**config.mk**
```make
export PLATFORM = sky130hd
export DESIGN_NAME = serial_subtractor
export DESIGN_NICKNAME = d
export VERILOG_FILES = /design/src/rtl/serial_subtractor.sv
export SDC_FILE = /design/constraint.sdc
export NUM_CORES = 1
export LEC_CHECK = 0
export BUFFER_PORTS_ARGS = -buffer_cell sky130_fd_sc_hd__buf_2
export CAP_MARGIN = 20
export CORE_MARGIN = 1.5
export CORE_UTILIZATION = 47
export DETAILED_ROUTE_END_ITERATION = 6
export HOLD_SLACK_MARGIN = 0.15
export PLACE_DENSITY = 0.75
export SYNTH_ARGS = -nofsm -noshare
export SYNTH_HDL_FRONTEND = slang
export SYNTH_SLANG_ARGS = --single-unit
```
**constraint.sdc**
```tcl
create_clock -name clk -period 1.23 [get_ports clk]
set_input_delay 0.123 -clock clk [delete_from_list [all_inputs] [get_ports clk]]
set_output_delay 0.123 -clock clk [all_outputs]
set_load 0.01 [all_outputs]
```
**src/rtl/serial_subtractor.sv**
```systemverilog
// serial_subtractor: bit-serial a-b-bin, LSB first; ports clk, rst_n, start, a, b, bin -> busy, done, diff, borrow_out
module serial_subtractor #(
  parameter int WIDTH = 4
) (
  input  logic             clk,
  input  logic             rst_n,
  input  logic             start,
  input  logic [WIDTH-1:0] a,
  input  logic [WIDTH-1:0] b,
  input  logic             bin,
  output logic             busy,
  output logic             done,
  output logic [WIDTH-1:0] diff,
  output logic             borrow_out
);
  localparam int CW = $clog2(WIDTH);
  typedef enum logic [1:0] {IDLE, SHIFT, DONE} state_t;
  state_t state, state_nx;
  logic [WIDTH-1:0] sa, sb, acc, acc_nx;
  logic [CW-1:0] cnt;
  logic br, d, nb, last;
  always_comb begin
    d = sa[0] ^ sb[0] ^ br;
    nb = (~sa[0] & sb[0]) | (~(sa[0] ^ sb[0]) & br);
    acc_nx = {d, acc[WIDTH-1:1]};
    last = cnt == CW'(WIDTH - 1);
    state_nx = state == IDLE ? (start ? SHIFT : IDLE) :
               state == SHIFT ? (last ? DONE : SHIFT) : IDLE;
    busy = state == SHIFT || state == DONE;
    done = state == DONE;
  end
  always_ff @(posedge clk) begin
    if (!rst_n) begin
      state <= IDLE;
      sa <= '0;
      sb <= '0;
      acc <= '0;
      br <= 1'b0;
      cnt <= '0;
      diff <= '0;
      borrow_out <= 1'b0;
    end else begin
      state <= state_nx;
      if (state == IDLE && start) begin
        sa <= a;
        sb <= b;
        br <= bin;
        cnt <= '0;
        acc <= '0;
      end else if (state == SHIFT) begin
        sa <= sa >> 1;
        sb <= sb >> 1;
        br <= nb;
        acc <= acc_nx;
        cnt <= cnt + 1'b1;
        if (last) begin
          diff <= acc_nx;
          borrow_out <= nb;
        end
      end
    end
  end
endmodule
```
# Yosys cells after proc, flatten, opt, wreduce, memory -nomap -nowiden
# Cells that the tools add are included.
totals:
  ff_bits: 22
  input_bits: 12
  out_inout_bits: 7
  word_cells: 37
op_classes:
  addsub: 1
  n_eq_ne: 3
  muxes: 10
  bitwise: 9
  n_reduce_logical: 6
ops:
  columns: ["operator", "n"]
  rows:
  - ["4-bit 2-to-1 mux", 4]
  - ["2-bit 2-to-1 mux", 3]
  - ["2-bit equality test, second input constant", 2]
  - ["1-bit inverter", 4]
  - ["1-bit 2-to-1 mux", 3]
  - ["3-bit AND reduction", 1]
  - ["2-bit by 1-bit adder with 2-bit output, second input constant", 1]
  - ["1-bit bitwise AND", 2]
  - ["2-bit by 1-bit equality test with 1-bit output, second input constant", 1]
  - ["2-bit logical NOT", 1]
  - ["2-bit nonzero test", 1]
  - ["2-bit OR reduction", 1]
  - ["1-bit XOR", 2]
  - ["1-bit logical AND", 1]
  - ["1-bit logical OR", 1]
  - ["1-bit OR", 1]

# Longest topological paths before layout
# Gate-level depths: netlist of run 1.
logic_depth:
  ltp_word: 6
  depth_mapped: 6

# Worst setup path before layout of run 1
# OpenSTA, ideal clock, no wires.
synth_path:
  path_kind: "reg-to-reg"
  from: "register state[0]"
  to: "register borrow_out"
  arrival_time_ns: 1.195
  required_time_ns: 1.158
  path_slack_ns: -0.036
  stages_incl_launch_ff: 7
  path_buffers: 1
  period_less_slack_ns: 1.266
  path_cell_list: "dfxtp_1 > inv_1 > ha_1 > nand2_2 > and3_4 > buf_6 > mux2i_1"
synth_via:
  elab_chain_len: 4
  word_cells_on_any_way: 5
synth_rtl:
  columns: ["element", "line", "text"]
  rows:
  - ["from (decl)", "18", "state_t state, state_nx;"]
  - ["from (signal assigned)", "43", "state <= state_nx;"]
  - ["2-bit logical NOT", "44", "if (state == IDLE && start) begin"]
  - ["1-bit logical AND", "44", null]
  - ["1-bit inverter (no line)", null, null]
  - ["3-bit AND reduction (no line) (*)", null, null]
  - ["to (signal assigned)", "58", "borrow_out <= nb;"]
  - ["to (decl)", "14", "output logic borrow_out"]
# Mark *: on every way between the ends. The rest lies on a longest branch, timed or not.
# A chain may end at the register's enable or synchronous reset.

# Worst setup path in the final report of run 1
layout_path:
  from: "register state[1]"
  to: "register state[0]"
layout_via:
  elab_chain_len: 3
  word_cells_on_any_way: 4
layout_rtl:
  columns: ["element", "line", "text"]
  rows:
  - ["2-bit by 1-bit equality test with 1-bit output", "28", "state == SHIFT ? (last ? DONE : SHIFT) : IDLE;"]
  - ["2-bit 2-to-1 mux", "28", null]
  - ["2-bit 2-to-1 mux (*)", "27", "state_nx = state == IDLE ? (start ? SHIFT : IDLE) :"]
# Marks and branches as above.

==> metrics.csv, run 1 <==
metric;value;unit
met3_length;57;um
routed_wl;1680;um
ys.flop_type;dfxtp_1;
antenna_cells;0;
p_leak;0.511;nW
vias;756;
startpoint_type;flop;
synth.avg_cell_area;9.75;um^2
final_layout_size_suffix_gt1_share;29.2;%
worstPathRequired;1.46;ns
antenna_found_initial;0;
critPathSlowestCell;or3b_1;
numClockSinks;21;
drc;0;
clk_pin_slew;0.10;ns
ant_nets;0;
clockRootBuffer;clkbuf_4;
fin_crit_sh;97.4;%
wl_met1;741;um
globalplace.congestion;0.711;
period_needed;1.20;ns
cp_num_cells;4;
r2r_cells;4;
start_util;51.9;%
yosysTopAreaCell;dfxtp_1;
grt_max_degree;15;
rsz0062_at_grt;true;
grt_remaining_overflow;0;
fmax;835;MHz
syn-cell-area;936;um^2
synthArstFlopShare;0;%
tightestPinTransition;0.326;ns
syn_to_final_growth;32.9;%
highest_layer;met4;
grt_pass1_wl;2680;um
synth_top_area_share;44.9;%
hpwlAfterDp;1170;um
synth_warnings;0;
fin_setup_tns;0;ns
critical_path_arrival;1.43;ns
min_path_type;flop to flop;
path_cells;inv_2, ha_2, or3b_1, a21boi_1;
clk_latency;0.31;ns
grt_usage;17.4;%
cts_buffer_depth;2;
place_area;0.00107;mm^2
setup_violations;0;
ff2ff_setup_slack;0.03;ns
slew_violations;0;
synth_area_leaders;dfxtp_1 (45%), mux2i_1 (16%), ha_1 (6.7%), nand2_1 (4.8%), o21ai_0 (3.7%);
synth_common_cells;dfxtp_1 (21), mux2i_1 (15), nand2_1 (12);
first_iter_violations;5;
synth.distinct_cells;22;
path_delay_family;simple AND/OR/NAND/NOR gates;
hold_viol;0;
crit_type;flop to flop;
finalNetCount;149;
rows;15;
cp_slowest_stage_delay;0.35;ns
grt_pass1_vias;636;
fin_ws;0.0318;ns
worst-path-max-fanout;4;
cp_num_buf_inv;1;
relSlewSlack;78.3;%
ys_seq_area_share;44.9;%
holdPathStages;2;
worst_ir_drop_vdd;0.687;mV
port_buffers;18;
skew;0.00732;ns
fp.dieArea;0.00227;mm^2
ys_ff_latch;21;
cap_viol_max_count;0;
power_density;1020;mW/mm^2
post-synth-top-count-cell;dfxtp_1;
cts_max_level;1;
die_x;47.6;um
cts_tree;done;
endpoint_kind;flop;
wl_per_cell;10.8;um
drtPass1Iterations;4;
synth-edff-count;0;
die_y;47.6;um
whs;0.463;ns
viasPerCell;4.88;
core_area;0.00180;mm^2
syn_nets;114;
design_area;0.00124;mm^2
netlist_instances;96;
pre_cts_ws;-0.0400;ns
ioPinCount;19;
cts_buffers;3;
status;finished, final reports clean;
wl_met2;840;um
## stage by stage
step	total power, mW	std cells	util [%]
after floorplan	0.857	96	-
after global placement	0.908	138	59.3
final	1.27	155	69.0
after detailed placement	0.913	138	59.3
after global routing	1.33	155	69.0
after CTS	1.28	153	68.1
## cell usage in the layout, fill, tap and decap left out, types with 2 or more instances in the layout
master | synthesis | routed
nand2_1 | 12 | 12
a21oi_1 | 6 | 6
nand3b_1 | 2 | 2
a21boi_0 | 3 | 2
ha_1 | 5 | 3
buf_2 | 3 | 17
mux2i_1 | 15 | 15
nand3_1 | 2 | 2
inv_2 | 0 | 2
dfxtp_2 | 0 | 4
clkbuf_4 | 0 | 3
inv_1 | 4 | 2
buf_4 | 0 | 7
nor2_1 | 5 | 5
o21ai_0 | 7 | 6
dlygate4sd3_1 | 0 | 11
dfxtp_1 | 21 | 17
## kinds of logic after synthesis
logic type	Yosys count	synth area share, %
AOI/OAI and AO/OA	17	10.0
xor gates and xnor gates	1	0.936
adders and majority gates	6	8.82
buffers and inverters	10	5.21
DFF	21	44.9
muxes	15	16.0
and+or+nand+nor	26	14.0
## where the power goes
group | internal, mW | switching (mW) | leakage (nW)
Sequential | 0.712 | 0.0185 | 0.173
Combinational | 0.116 | 0.0920 | 0.323
Clock | 0.127 | 0.202 | 0.0150
Total | 0.954 | 0.312 | 0.511
## timing repair
action | 4_1_cts | 5_1_grt
buffers inserted | 0 | 2
hold buffers | 11 | 0
gates resized for setup | 8 | 3
endpoints found under the hold margin | 10 | 0
setup endpoints to repair | 8 | 12
pin swaps | 0 | 3
## state kept, by name, summed over array words and instances (netlist names)
name        count
state           2
diff            4
br              1
sb              4
cnt             2
acc             3
sa              4
borrow_out      1
## worst reg2reg max path: stages, from the launching register on
cell and delay [ns]:
dfxtp_2 0.34, inv_2 0.08, ha_2 0.21, or3b_1 0.35, a21boi_1 0.15
## per-layer routing
layer  track usage [%]  vias up
met4              9.73        0
met1              20.2      339
met3              4.53        5
li1                  -      394
met5                 0        -
met2              29.2       18
## path summary, 6_finish.rpt
path	end	from
worst max-delay path	state[0]	state[1]
worst max register to register	state[0]	state[1]
worst min register to register	diff[0]	diff[0]
worst min-delay path	diff[0]	diff[0]
## final cells by class
type | instances | area [um^2]
Tap cell | 25 | 31.3
Inverter | 4 | 15.0
Timing Repair Buffer | 36 | 259
Clock buffer | 4 | 26.3
Multi-Input combinational cell | 65 | 487
Fill cell | 154 | 558
Sequential cell | 21 | 425
Power figures use the tool's default switching activity.
==> run 2, diff against run 1 <==
- clock period: 1.23 -> 0.95 ns (I/O delays scaled with it)
==> metrics.csv, run 2 (synthesis results as in run 1) <==
metric;value;unit;change
status;complete, but fails checks;;
violations;negative setup slack;;
numClockSinks;21;;unchanged
hold_viol;0;;unchanged
worst_ir_drop_vdd;1.13;mV;+64%
syn_to_final_growth;53.6;%;
final_layout_size_suffix_gt1_share;44.3;%;+15 points
drtPass1Iterations;4;;unchanged
core_area;0.00180;mm^2;unchanged
routed_wl;2170;um;+29%
clk_pin_slew;0.11;ns;about the same
ioPinCount;19;;unchanged
startpoint_type;flop;;
worstPathRequired;1.18;ns;-0.28 ns
rows;15;;unchanged
die_x;47.6;um;unchanged
power;1.76;mW;+39%
multi_input_area;568;um^2;+17%
vias;819;;+8.3%
setup_violations;23;;+23
power_density;1220;mW/mm^2;+20%
grt_pass1_vias;824;;+30%
min_path_type;input port to flop;;
cts_tree;done;;
cts_buffers;3;;unchanged
fin_setup_tns;-4.71;ns;-4.71 ns
fin_ws;-0.252;ns;-0.284 ns
hpwlAfterDp;1350;um;+15%
fmax;832;MHz;-0.30%
die_y;47.6;um;unchanged
viasPerCell;4.96;;+1.8%
grt_usage;21.2;%;+3.8 points
tightestPinTransition;0.174;ns;-0.152 ns
relSlewSlack;88.1;%;+9.8 points
critical_path_arrival;1.43;ns;about the same
cap_viol_max_count;0;;unchanged
port_buffers;18;;unchanged
worst-path-max-fanout;5;;+1
cts_max_level;1;;unchanged
nFillCells;120;;-22%
postCtsHoldBufs;10;;-1
start_util;51.9;%;unchanged
grt_remaining_overflow;0;;unchanged
wl_per_cell;13.2;um;+21%
antenna_cells;0;;unchanged
pre_cts_ws;-0.262;ns;-0.222 ns
reg_top3;diff x4, sa x4, sb x4;;
fp.dieArea;0.00227;mm^2;unchanged
slew_violations;0;;unchanged
period_needed;1.20;ns;+0.00365 ns
clk_latency;0.30;ns;about the same
crit_type;flop to flop;;
clockRootBuffer;clkbuf_4;;
whs;0.0911;ns;-0.372 ns
globalplace.congestion;0.725;;+2.1%
fin_crit_sh;127;%;+29 points
skew;0.00954;ns;+0.00222 ns
antenna_found_initial;0;;unchanged
layout_common_cells;dfxtp_1 (16), buf_2 (16), mux2i_1 (14);;
endpoint_kind;flop;;
grt_pass1_wl;3330;um;+24%
grt_max_degree;13;;-2
register_area;432;um^2;+1.5%
rsz0062_at_grt;true;;
finalNetCount;159;;+6.7%
cts_buffer_depth;2;;unchanged
first_iter_violations;8;;+3
p_leak;0.585;nW;+14%
ant_nets;0;;unchanged
drc;0;;unchanged
-- run 2: cell types whose count changed in the layout (fill, tap and decap cells not counted), sizes merged --
| cell | before | now |
|---|---|---|
| dlygate4sd3 | 11 | 10 |
| buf | 25 | 36 |
-- run 2: stage by stage --
stage / instances / cell area, um^2 / utilization (%)
floorplan: 96 / 977 / -
global placement: 144 / 1140 / 63.2
detailed placement: 144 / 1140 / 63.2
CTS: 163 / 1390 / 76.9
global route: 165 / 1440 / 79.8
finish: 165 / 1440 / 79.8
-- run 2: power breakdown --
part | switching (mW) | leakage (nW) | internal (mW)
sequential | 0.0320 | 0.174 | 0.921
combinational | 0.162 | 0.396 | 0.224
clock | 0.253 | 0.0150 | 0.164
-- run 2: cell type report --
cell class / instances / area share [%]
tap: 25 / 2.18
sequential: 21 / 30.0
inverter: 4 / 1.39
multi-input combinational: 65 / 39.5
timing repair buffer: 46 / 25.1
clock buffer: 4 / 1.83
-- run 2: final timing paths --
check	startpoint	slack, ns	to	cells past startpoint
worst max-delay path	state[0]	-0.25	diff[1]	5
worst min-delay path	start	0.09	sa[3]	3
worst max register to register	state[0]	-0.25	diff[1]	5
worst min register to register	diff[0]	0.46	diff[0]	2
-- run 2: metal layers --
metal	share of wire (%)	up-vias	wire length [um]	track usage, %
met4	0.97	0	21	7.03
li1	-	417	-	-
met5	0	-	0	0
met3	2.6	2	57	4.15
met2	51	16	1110	38.9
met1	45	384	979	24.6
-- run 2: what timing repair did --
action / in CTS / in global routing
setup buffers: 5 / 3
pin swaps: 12 / 6
endpoints found under the setup margin: 23 / 23
hold endpoints to repair: 11 / 3
gates resized for setup: 25 / 9
-- run 2: worst max-delay path, cell delays in order (launching register included) --
cell and delay (ns):
dfxtp_4 0.39, inv_4 0.04, ha_4 0.16, nand2_4 0.08
and3_4 0.24, mux2i_1 0.20
